===== config.mk =====
export PLATFORM = sky130hd
export DESIGN_NAME = fmrv32im_encode
export DESIGN_NICKNAME = d
export VERILOG_FILES = /design/src/rtl/fmrv32im_pkg.sv /design/src/rtl/fmrv32im_encode_fifo.sv /design/src/rtl/fmrv32im_encode.sv
export SDC_FILE = /design/constraint.sdc
export NUM_CORES = 1
export LEC_CHECK = 0
export ABC_AREA = 1
export BUFFER_PORTS_ARGS = -buffer_cell sky130_fd_sc_hd__buf_2
export CAP_MARGIN = 40
export CORE_AREA = 2 2 150 93
export DETAILED_ROUTE_END_ITERATION = 10
export DIE_AREA = 0 0 152 95
export GPL_TIMING_DRIVEN = 0
export PLACE_DENSITY = 0.76
export SLEW_MARGIN = 20
export SYNTH_ARGS = -nofsm -noshare
export SYNTH_HDL_FRONTEND = slang
export SYNTH_SLANG_ARGS = --single-unit

===== constraint.sdc =====
create_clock -name CLK -period 3.3 [get_ports CLK]
set_clock_uncertainty 0.15 [all_clocks]
set_input_delay 0.165 -clock CLK [delete_from_list [all_inputs] [get_ports CLK]]
set_output_delay 0.165 -clock CLK [all_outputs]
set_load 0.005 [all_outputs]

===== src/rtl/fmrv32im_pkg.sv =====
// fmrv32im_pkg: op ids, base opcodes and func fields shared by the RV32IM encoder
package fmrv32im_pkg;
  localparam int ENTRY_W = 33;
  localparam logic [5:0] OP_LUI = 6'd0, OP_AUIPC = 6'd1, OP_JAL = 6'd2, OP_JALR = 6'd3;
  localparam logic [5:0] OP_BEQ = 6'd4, OP_BNE = 6'd5, OP_BLT = 6'd6, OP_BGE = 6'd7;
  localparam logic [5:0] OP_BLTU = 6'd8, OP_BGEU = 6'd9;
  localparam logic [5:0] OP_LB = 6'd10, OP_LH = 6'd11, OP_LW = 6'd12, OP_LBU = 6'd13, OP_LHU = 6'd14;
  localparam logic [5:0] OP_SB = 6'd15, OP_SH = 6'd16, OP_SW = 6'd17;
  localparam logic [5:0] OP_ADDI = 6'd18, OP_SLTI = 6'd19, OP_SLTIU = 6'd20, OP_XORI = 6'd21;
  localparam logic [5:0] OP_ORI = 6'd22, OP_ANDI = 6'd23, OP_SLLI = 6'd24, OP_SRLI = 6'd25, OP_SRAI = 6'd26;
  localparam logic [5:0] OP_ADD = 6'd27, OP_SUB = 6'd28, OP_SLL = 6'd29, OP_SLT = 6'd30, OP_SLTU = 6'd31;
  localparam logic [5:0] OP_XOR = 6'd32, OP_SRL = 6'd33, OP_SRA = 6'd34, OP_OR = 6'd35, OP_AND = 6'd36;
  localparam logic [5:0] OP_FENCE = 6'd37, OP_FENCEI = 6'd38, OP_ECALL = 6'd39, OP_EBREAK = 6'd40;
  localparam logic [5:0] OP_MRET = 6'd41, OP_CSRRW = 6'd42, OP_CSRRS = 6'd43, OP_CSRRC = 6'd44;
  localparam logic [5:0] OP_CSRRWI = 6'd45, OP_CSRRSI = 6'd46, OP_CSRRCI = 6'd47;
  localparam logic [5:0] OP_MUL = 6'd48, OP_REMU = 6'd55, OP_CUSTOM0 = 6'd56;
  localparam logic [6:0] OPC_LUI = 7'b0110111, OPC_AUIPC = 7'b0010111, OPC_JAL = 7'b1101111;
  localparam logic [6:0] OPC_JALR = 7'b1100111, OPC_BRANCH = 7'b1100011, OPC_LOAD = 7'b0000011;
  localparam logic [6:0] OPC_STORE = 7'b0100011, OPC_OPIMM = 7'b0010011, OPC_OP = 7'b0110011;
  localparam logic [6:0] OPC_MISCMEM = 7'b0001111, OPC_SYSTEM = 7'b1110011, OPC_CUSTOM0 = 7'b0001011;
  localparam logic [6:0] F7_BASE = 7'b0000000, F7_ALT = 7'b0100000, F7_MULDIV = 7'b0000001;
  function automatic logic [2:0] funct3(input logic [5:0] op);
    case (op)
      OP_BNE, OP_LH, OP_SH, OP_SLLI, OP_SLL, OP_FENCEI, OP_CSRRW: return 3'd1;
      OP_LW, OP_SW, OP_SLTI, OP_SLT, OP_CSRRS: return 3'd2;
      OP_SLTIU, OP_SLTU, OP_CSRRC: return 3'd3;
      OP_BLT, OP_LBU, OP_XORI, OP_XOR: return 3'd4;
      OP_BGE, OP_LHU, OP_SRLI, OP_SRAI, OP_SRL, OP_SRA, OP_CSRRWI: return 3'd5;
      OP_BLTU, OP_ORI, OP_OR, OP_CSRRSI: return 3'd6;
      OP_BGEU, OP_ANDI, OP_AND, OP_CSRRCI: return 3'd7;
      default: return (op >= OP_MUL && op <= OP_REMU) ? op[2:0] : 3'd0;
    endcase
  endfunction
endpackage


===== src/rtl/fmrv32im_encode_fifo.sv =====
// fmrv32im_encode_fifo: DEPTH-entry synchronous FIFO of {err,word} with flush and occupancy
module fmrv32im_encode_fifo import fmrv32im_pkg::*; #(
  parameter int DEPTH = 4,
  parameter int CW = 3
) (
  input  logic               CLK,
  input  logic               RST_N,
  input  logic               flush,
  input  logic               wr_en,
  input  logic [ENTRY_W-1:0] wr_data,
  input  logic               rd_en,
  output logic [ENTRY_W-1:0] rd_data,
  output logic               full,
  output logic               empty,
  output logic [CW-1:0]      count
);
  localparam int AW = $clog2(DEPTH);
  logic [ENTRY_W-1:0] mem_q [DEPTH];
  logic [ENTRY_W-1:0] mem_d [DEPTH];
  logic [AW-1:0] wp_q, wp_d, rp_q, rp_d;
  logic [CW-1:0] cnt_q, cnt_d;
  logic push, pop;
  assign full = cnt_q == CW'(DEPTH);
  assign empty = cnt_q == '0;
  assign push = wr_en && !full;
  assign pop = rd_en && !empty;
  assign count = cnt_q;
  assign rd_data = empty ? '0 : mem_q[rp_q];
  always_comb begin
    mem_d = mem_q;
    wp_d = wp_q;
    rp_d = rp_q;
    cnt_d = cnt_q;
    if (flush) begin
      wp_d = '0;
      rp_d = '0;
      cnt_d = '0;
    end else begin
      if (push) mem_d[wp_q] = wr_data;
      wp_d = push ? wp_q + AW'(1) : wp_q;
      rp_d = pop ? rp_q + AW'(1) : rp_q;
      cnt_d = cnt_q + CW'(push) - CW'(pop);
    end
  end
  always_ff @(posedge CLK) begin
    mem_q <= mem_d;
    if (!RST_N) begin
      wp_q <= '0;
      rp_q <= '0;
      cnt_q <= '0;
    end else begin
      wp_q <= wp_d;
      rp_q <= rp_d;
      cnt_q <= cnt_d;
    end
  end
endmodule


===== src/rtl/fmrv32im_encode.sv =====
// fmrv32im_encode: RV32IM instruction encoder feeding a buffered valid/ready stream
module fmrv32im_encode import fmrv32im_pkg::*; #(
  parameter int DEPTH = 4,
  parameter int CW = 3
) (
  input  logic          CLK,
  input  logic          RST_N,
  input  logic          FLUSH,
  input  logic          IN_VALID,
  output logic          IN_READY,
  input  logic [5:0]    IN_OP,
  input  logic [4:0]    IN_RD,
  input  logic [4:0]    IN_RS1,
  input  logic [4:0]    IN_RS2,
  input  logic [31:0]   IN_IMM,
  output logic          OUT_VALID,
  input  logic          OUT_READY,
  output logic [31:0]   OUT_INST,
  output logic          OUT_ERR,
  output logic [CW-1:0] COUNT
);
  logic [31:0] w;
  logic e, s12, s13, s21, full, empty;
  logic [2:0] f3;
  logic [6:0] f7;
  assign s12 = IN_IMM[31:11] == '0 || IN_IMM[31:11] == '1;
  assign s13 = IN_IMM[31:12] == '0 || IN_IMM[31:12] == '1;
  assign s21 = IN_IMM[31:20] == '0 || IN_IMM[31:20] == '1;
  assign f3 = funct3(IN_OP);
  assign f7 = (IN_OP == OP_SUB || IN_OP == OP_SRA) ? F7_ALT : IN_OP >= OP_MUL ? F7_MULDIV : F7_BASE;
  always_comb begin
    w = '0;
    e = 1'b0;
    if (IN_OP == OP_LUI || IN_OP == OP_AUIPC) begin
      w = {IN_IMM[31:12], IN_RD, IN_OP == OP_LUI ? OPC_LUI : OPC_AUIPC};
      e = |IN_IMM[11:0];
    end else if (IN_OP == OP_JAL) begin
      w = {IN_IMM[20], IN_IMM[10:1], IN_IMM[11], IN_IMM[19:12], IN_RD, OPC_JAL};
      e = !s21 || IN_IMM[0];
    end else if (IN_OP == OP_JALR || IN_OP inside {[OP_LB:OP_LHU]} || IN_OP inside {[OP_ADDI:OP_ANDI]}) begin
      w = {IN_IMM[11:0], IN_RS1, f3, IN_RD, IN_OP == OP_JALR ? OPC_JALR : IN_OP <= OP_LHU ? OPC_LOAD : OPC_OPIMM};
      e = !s12;
    end else if (IN_OP inside {[OP_BEQ:OP_BGEU]}) begin
      w = {IN_IMM[12], IN_IMM[10:5], IN_RS2, IN_RS1, f3, IN_IMM[4:1], IN_IMM[11], OPC_BRANCH};
      e = !s13 || IN_IMM[0];
    end else if (IN_OP inside {[OP_SB:OP_SW]}) begin
      w = {IN_IMM[11:5], IN_RS2, IN_RS1, f3, IN_IMM[4:0], OPC_STORE};
      e = !s12;
    end else if (IN_OP inside {[OP_SLLI:OP_SRAI]}) begin
      w = {IN_OP == OP_SRAI ? F7_ALT : F7_BASE, IN_IMM[4:0], IN_RS1, f3, IN_RD, OPC_OPIMM};
      e = |IN_IMM[31:5];
    end else if (IN_OP inside {[OP_ADD:OP_AND]} || IN_OP inside {[OP_MUL:OP_REMU]}) begin
      w = {f7, IN_RS2, IN_RS1, f3, IN_RD, OPC_OP};
    end else if (IN_OP == OP_FENCE || IN_OP == OP_FENCEI) begin
      w = {IN_IMM[11:0], 5'd0, f3, 5'd0, OPC_MISCMEM};
      e = |IN_IMM[31:12];
    end else if (IN_OP inside {[OP_ECALL:OP_MRET]}) begin
      w = {IN_OP == OP_MRET ? 12'h302 : IN_OP == OP_EBREAK ? 12'h001 : 12'h000, 13'd0, OPC_SYSTEM};
    end else if (IN_OP inside {[OP_CSRRW:OP_CSRRCI]}) begin
      w = {IN_IMM[11:0], IN_RS1, f3, IN_RD, OPC_SYSTEM};
      e = |IN_IMM[31:12];
    end else if (IN_OP == OP_CUSTOM0) begin
      w = {IN_IMM[31:12], IN_RD, OPC_CUSTOM0};
      e = |IN_IMM[11:0];
    end else begin
      e = 1'b1;
    end
  end
  assign IN_READY = !full;
  assign OUT_VALID = !empty;
  fmrv32im_encode_fifo #(.DEPTH(DEPTH), .CW(CW)) u_fifo (
    .CLK(CLK),
    .RST_N(RST_N),
    .flush(FLUSH),
    .wr_en(IN_VALID),
    .wr_data({e, e ? 32'h0 : w}),
    .rd_en(OUT_READY),
    .rd_data({OUT_ERR, OUT_INST}),
    .full(full),
    .empty(empty),
    .count(COUNT)
  );
endmodule


==> results of run 1 <==
-- cell families after synthesis --
logic type               after synthesis  share of synthesized area (%)
XOR/XNOR                               1                          0.115
AND/OR/NAND/NOR                      455                           28.3
adder cells (fa/ha/maj)                7                           1.25
AO/OA/AOI/OAI                        164                           11.9
flip-flops                           135                           52.4
buffers and inverters                107                           6.05
-- metrics by stage --
stage          instance area (sq um)  TNS (ns)
6_report                        9040         0
5_1_grt                         9040         0
4_1_cts                         9040         0
3_5_place_dp                    8420         0
3_3_place_gp                    8280    -68.61
2_1_floorplan                   7600         0
-- worst max-delay path, stage by stage, from the launching register on --
cell and delay [ns]:
dfxtp_1 0.38, nor3_2 0.61, inv_1 0.15, nand2_1 0.17, inv_1 0.10, ha_1 0.27
inv_1 0.06, ha_1 0.13, inv_1 0.05, fa_1 0.37, or2_2 0.30, a21oi_1 0.14
-- state kept, by name (all words and copies together) (netlist names) --
name,count
u_fifo.wp_q,2
u_fifo.rp_q,2
u_fifo.count,3
u_fifo.mem_q,128
-- worst paths after layout --
path / from / to / slack, ns / depth (start not counted)
min reg2reg: u_fifo.wp_q[0] / u_fifo.wp_q[0] / 0.37 / 2
min: RST_N / u_fifo.count[1] / 0.02 / 3
max: u_fifo.count[1] / u_fifo.count[2] / 0.33 / 11
max reg2reg: u_fifo.count[1] / u_fifo.count[2] / 0.33 / 11
-- cell usage in the layout, fill, tap and decap left out, drive strengths merged --
cell,instances
ha,6
edfxtp,128
o22ai,9
nand2,135
o31ai,1
o211ai,5
o21ai,79
a21oi,53
nor2,260
clkinvlp,2
a31oi,2
o2111ai,1
nand3b,2
bufinv,2
xnor2,1
a211oi,3
nor3b,1
inv,80
buf,106
and2,1
nand3,37
dfxtp,7
clkinv,5
a22oi,10
or2,1
nand4,7
fa,1
a21boi,1
dlygate4sd3,1
clkbuf,39
nor3,11
-- report_power, final --
part | total (mW) | switching, mW | internal [mW] | leakage, nW
logic | 0.870 | 0.586 | 0.284 | 2.17
clock network | 1.96 | 0.818 | 1.15 | 0.295
registers | 1.99 | 0.0186 | 1.97 | 1.25
total | 4.82 | 1.42 | 3.40 | 3.71
-- routing by layer --
layer	part of all wire (%)	GRT usage, %	up-vias
li1	-	-	3163
met1	44	43.7	3041
met2	44	47.0	375
met3	10	7.16	24
met4	1.6	9.81	0
met5	0	0	-
-- final cells by class --
class | count | area share [%]
flip-flops and latches | 135 | 44.0
clock buffers | 17 | 4.70
well taps | 175 | 2.42
plain buffers | 33 | 1.99
clock inverters | 15 | 2.05
inverters | 74 | 3.10
multi-input cells | 627 | 35.3
repair buffers | 96 | 6.36
-- repair_timing --
item	in CTS	in global routing
endpoints found under the hold margin	2	0
hold buffers	1	0
gates resized for setup	0	0
==> impl_metrics.env, run 1 <==
export IMPL_initialDrtViolationCount=629
export IMPL_start_util_pct=57.4
export IMPL_fin_crit_ns=2.97
export IMPL_syn_cell_area_sq_mm=0.00760
export IMPL_critPathMaxFanout=6
export IMPL_cts_root_buf="clkbuf_16"
export IMPL_ir_worst_vdd_mv=0.359
export IMPL_async_flop_share_pct=0
export IMPL_cp_data_required_time_ns=3.49
export IMPL_p_total_mw=4.82
export IMPL_power_leakage_nw=3.71
export IMPL_drc=0
export IMPL_cts_sinks=135
export IMPL_antenna_found_initial=0
export IMPL_cts_tree="done"
export IMPL_path_class="reg2reg"
export IMPL_coreArea_sq_mm=0.0133
export IMPL_synth_edf_count=128
export IMPL_holdWs_ns=0.0213
export IMPL_pin_count=96
export IMPL_diodes=0
export IMPL_stdcell_count=1172
export IMPL_final_net_count=1049
export IMPL_final_hold_viol_count=0
export IMPL_port_buffers=91
export IMPL_synth_top_area_cell="edfxtp_1"
export IMPL_syn_area_per_cell_sq_um=8.75
export IMPL_cts_inserted_buffers=17
export IMPL_drtPass1Iterations=6
export IMPL_seq_area_frac_synth_pct=52.4
export IMPL_syn_inst=869
export IMPL_vias=6603
export IMPL_clk_latency_ns=0.42
export IMPL_synthTopCellsByArea="edfxtp_1, nor2_1, nand2_1"
export IMPL_layout_drive_gt1_share_pct=20.8
export IMPL_hp_class="in2reg"
export IMPL_grt_pass1_vias=6134
export IMPL_synthToLayoutAreaGrowth_pct=18.9
export IMPL_synth_nets=934
export IMPL_chipWidth_um=152
export IMPL_dieHeight_um=95
export IMPL_arrival_ns=3.16
export IMPL_period_share_pct=90.0
export IMPL_critPathCaptureType="flip-flop"
export IMPL_place_gp_congestion=0.961
export IMPL_wirelength_um=21500
export IMPL_ys_ff_latch=135
export IMPL_synth_common_cells="nor2_1, edfxtp_1, nand2_1, o21ai_0, inv_1"
export IMPL_setup_viol=0
export IMPL_dp_cells=1139
export IMPL_dp_hpwl_um=15300
export IMPL_final_util_pct=68.2
export IMPL_clockBufferDepth=2
export IMPL_synth_most_common_cell="nor2_1"
export IMPL_multiInputGateArea_sq_mm=0.00320
export IMPL_rsz0062_at_grt="false"
export IMPL_relSlewSlack_pct=52.3
export IMPL_max_cap_violations=0
export IMPL_synth_cell_types=47
export IMPL_vias_per_cell=5.63
export IMPL_slew_viol_final=0
export IMPL_fmax_mhz=337
export IMPL_grt_pass1_wl_um=33300
export IMPL_grt_max_degree=21
export IMPL_register_area_sq_mm=0.00398
export IMPL_power_density_mw_per_mm2=533
export IMPL_dpl_worst_slack_ns=0.387
export IMPL_tightestPinTransition_ns=0.714
export IMPL_avgRoutedWirePerCell_um=18.3
export IMPL_status="complete, no violations"
export IMPL_start_kind="flip-flop"
export IMPL_yosysWarnings=0
export IMPL_fillers=1061
export IMPL_die_area_sq_mm=0.0144
export IMPL_post_cts_setup_buffers=0
export IMPL_grt_overflow_total=0
export IMPL_ys_flop_type="edfxtp_1"
export IMPL_fin_ws_ns=0.330
export IMPL_cts_htree_levels=4
export IMPL_grt_use_total_pct=30.7
export IMPL_clkTransAtPathRegs_ns=0.06
export IMPL_synth_top_area_share_pct=50.5
export IMPL_rows=33
export IMPL_antenna_left=0
(Power assumes the default switching activity.)
==> inputs of run 2 (changes only) <==
--- a/config.mk
+++ b/config.mk
@@ -8,9 +8,11 @@
 export ABC_AREA = 1
 export BUFFER_PORTS_ARGS = -buffer_cell sky130_fd_sc_hd__buf_2
 export CAP_MARGIN = 40
-export CORE_AREA = 2 2 150 93
+export CELL_PAD_IN_SITES_DETAIL_PLACEMENT = 1
+export CELL_PAD_IN_SITES_GLOBAL_PLACEMENT = 2
+export CORE_AREA = 2 2 191 118
 export DETAILED_ROUTE_END_ITERATION = 10
-export DIE_AREA = 0 0 152 95
+export DIE_AREA = 0 0 193 120
 export GPL_TIMING_DRIVEN = 0
 export PLACE_DENSITY = 0.76
 export SLEW_MARGIN = 20
==> impl_metrics.env, run 2 (same netlist as run 1, synthesis figures left out) <==
export IMPL_status="complete, no violations"
export IMPL_largest_register="u_fifo.mem_q"
export IMPL_min_to="u_fifo.count[1]"
export IMPL_power_density_mw_per_mm2=529
export IMPL_max_cap_violations=0
export IMPL_grt_overflow_total=0
export IMPL_vias=6617
export IMPL_synthToLayoutAreaGrowth_pct=20.9
export IMPL_drtPass1Iterations=5
export IMPL_grt_max_degree=23
export IMPL_slew_viol_final=0
export IMPL_port_buffers=91
export IMPL_holdWs_ns=0.0150
export IMPL_critPathMaxFanout=10
export IMPL_chipWidth_um=193
export IMPL_setup_viol=0
export IMPL_min_path_cells=3
export IMPL_drc=0
export IMPL_cts_sinks=135
export IMPL_cts_resized=0
export IMPL_clk_latency_ns=0.42
export IMPL_final_cell_mix="nor2_1, edfxtp_1, nand2_1"
export IMPL_final_common_cell="nor2_1"
export IMPL_coreArea_sq_mm=0.0215
export IMPL_dp_hpwl_um=20200
export IMPL_start_util_pct=35.3
export IMPL_avgRoutedWirePerCell_um=21.0
export IMPL_rows=42
export IMPL_vias_per_cell=5.15
export IMPL_hp_class="in2reg"
export IMPL_cts_htree_levels=4
export IMPL_period_share_pct=85.1
export IMPL_place_gp_congestion=0.925
export IMPL_largest_reg_flops=128
export IMPL_power_leakage_nw=3.71
export IMPL_grt_use_total_pct=24.1
export IMPL_cts_inserted_buffers=17
export IMPL_dpl_worst_slack_ns=0.540
export IMPL_fin_tns_setup_ns=0
export IMPL_cp_data_required_time_ns=2.98
export IMPL_critPathCaptureType="output port"
export IMPL_grt_pass1_vias=6427
export IMPL_cts_root_buf="clkbuf_16"
export IMPL_r2r_start="u_fifo.count[1]"
export IMPL_grt_pass1_wl_um=40400
export IMPL_cts_tree="done"
export IMPL_clockBufferDepth=2
export IMPL_fmax_mhz=356
export IMPL_fin_crit_ns=2.81
export IMPL_rsz0062_at_grt="false"
export IMPL_antenna_found_initial=0
export IMPL_rrSetupSlack_ns=0.78
export IMPL_diodes=0
export IMPL_final_net_count=1052
export IMPL_tightestPinTransition_ns=0.659
export IMPL_pin_count=96
export IMPL_r2r_end="u_fifo.count[2]"
export IMPL_hp_start="RST_N"
export IMPL_ir_worst_vdd_mv=0.367
export IMPL_fin_ws_ns=0.491
export IMPL_clkTransAtPathRegs_ns=0.06
export IMPL_relSlewSlack_pct=56.1
export IMPL_dieHeight_um=120
export IMPL_wirelength_um=27000
export IMPL_path_class="reg2out"
export IMPL_start_kind="flip-flop"
export IMPL_layout_drive_gt1_share_pct=20.4
export IMPL_arrival_ns=2.49
export IMPL_reg2reg_depth=11
export IMPL_initialDrtViolationCount=615
export IMPL_final_hold_viol_count=0
export IMPL_die_area_sq_mm=0.0232
export IMPL_antenna_left=0
-- run 2: cell count changes in the layout (fill, tap and decap cells not counted), sizes merged --
cell         before  now
buf             106  108
bufinv            2    4
clkinv            5    9
clkinvlp          2    3
dlygate4sd3       1    2
inv              80   73
-- run 2: how the worst max path moves through the flow --
| stage | from | to | slack (ns) | depth (start not counted) |
|---|---|---|---|---|
| CTS | u_fifo.rp_q[0] | OUT_INST[31] | 0.49 | 7 |
| floorplan | u_fifo.count[1] | u_fifo.mem_q[100] | 0.52 | 6 |
| detailed placement | IN_OP[2] | u_fifo.mem_q[82] | 0.54 | 11 |
| global route | u_fifo.rp_q[0] | OUT_INST[31] | 0.27 | 7 |
| global placement | u_fifo.count[1] | u_fifo.mem_q[76] | -0.83 | 6 |
| finish | u_fifo.rp_q[0] | OUT_INST[31] | 0.49 | 7 |
-- run 2: final cells by class --
| class | instances | area, sq um |
|---|---|---|
| fillers | 2551 | 12400 |
| flip-flops and latches | 135 | 3980 |
| multi-input cells | 627 | 3190 |
| repair buffers | 99 | 588 |
| clock buffers | 17 | 425 |
| well taps | 286 | 358 |
| inverters | 74 | 280 |
| clock inverters | 15 | 185 |
| plain buffers | 33 | 180 |
-- run 2: layer usage --
layer / vias to the layer above / global-route usage (%) / part of all wire (%)
met5: - / 0 / 0
met4: 0 / 3.27 / 0.38
met3: 10 / 5.24 / 6.1
met2: 196 / 33.1 / 41
met1: 3249 / 38.8 / 53
li1: 3162 / - / -
-- run 2: where the power goes --
| group | leakage, nW | total [mW] | internal [mW] | switching, mW |
|---|---|---|---|---|
| sequential | 1.25 | 1.99 | 1.97 | 0.0181 |
| combinational | 2.18 | 0.914 | 0.285 | 0.629 |
| clock | 0.289 | 1.97 | 1.25 | 0.716 |
| total | 3.71 | 4.87 | 3.50 | 1.36 |
-- run 2: what timing repair did --
item / in CTS / in global routing
endpoints found under the setup margin: 0 / 0
setup buffers: 0 / 0
hold endpoints to repair: 3 / 0
hold buffers: 2 / 0
-- run 2: stage by stage --
stage / cells / util, % / total power [mW] / area (sq um)
after global placement: 1246 / 39.1 / 2.90 / 8420
final: 1286 / 42.7 / 4.87 / 9190
after floorplan: 869 / - / 2.55 / 7600
after CTS: 1286 / 42.7 / 4.90 / 9190
after detailed placement: 1252 / 39.7 / 2.93 / 8560
after global routing: 1286 / 42.7 / 5.06 / 9190
-- run 2: worst max-delay path: stages, from the launching register on --
cell,delay (ns)
dfxtp_1,0.38
clkbuf_1,0.36
buf_1,0.56
nor2_1,0.11
nor2_1,0.10
o21ai_0,0.09
a21oi_1,0.29
buf_2,0.18
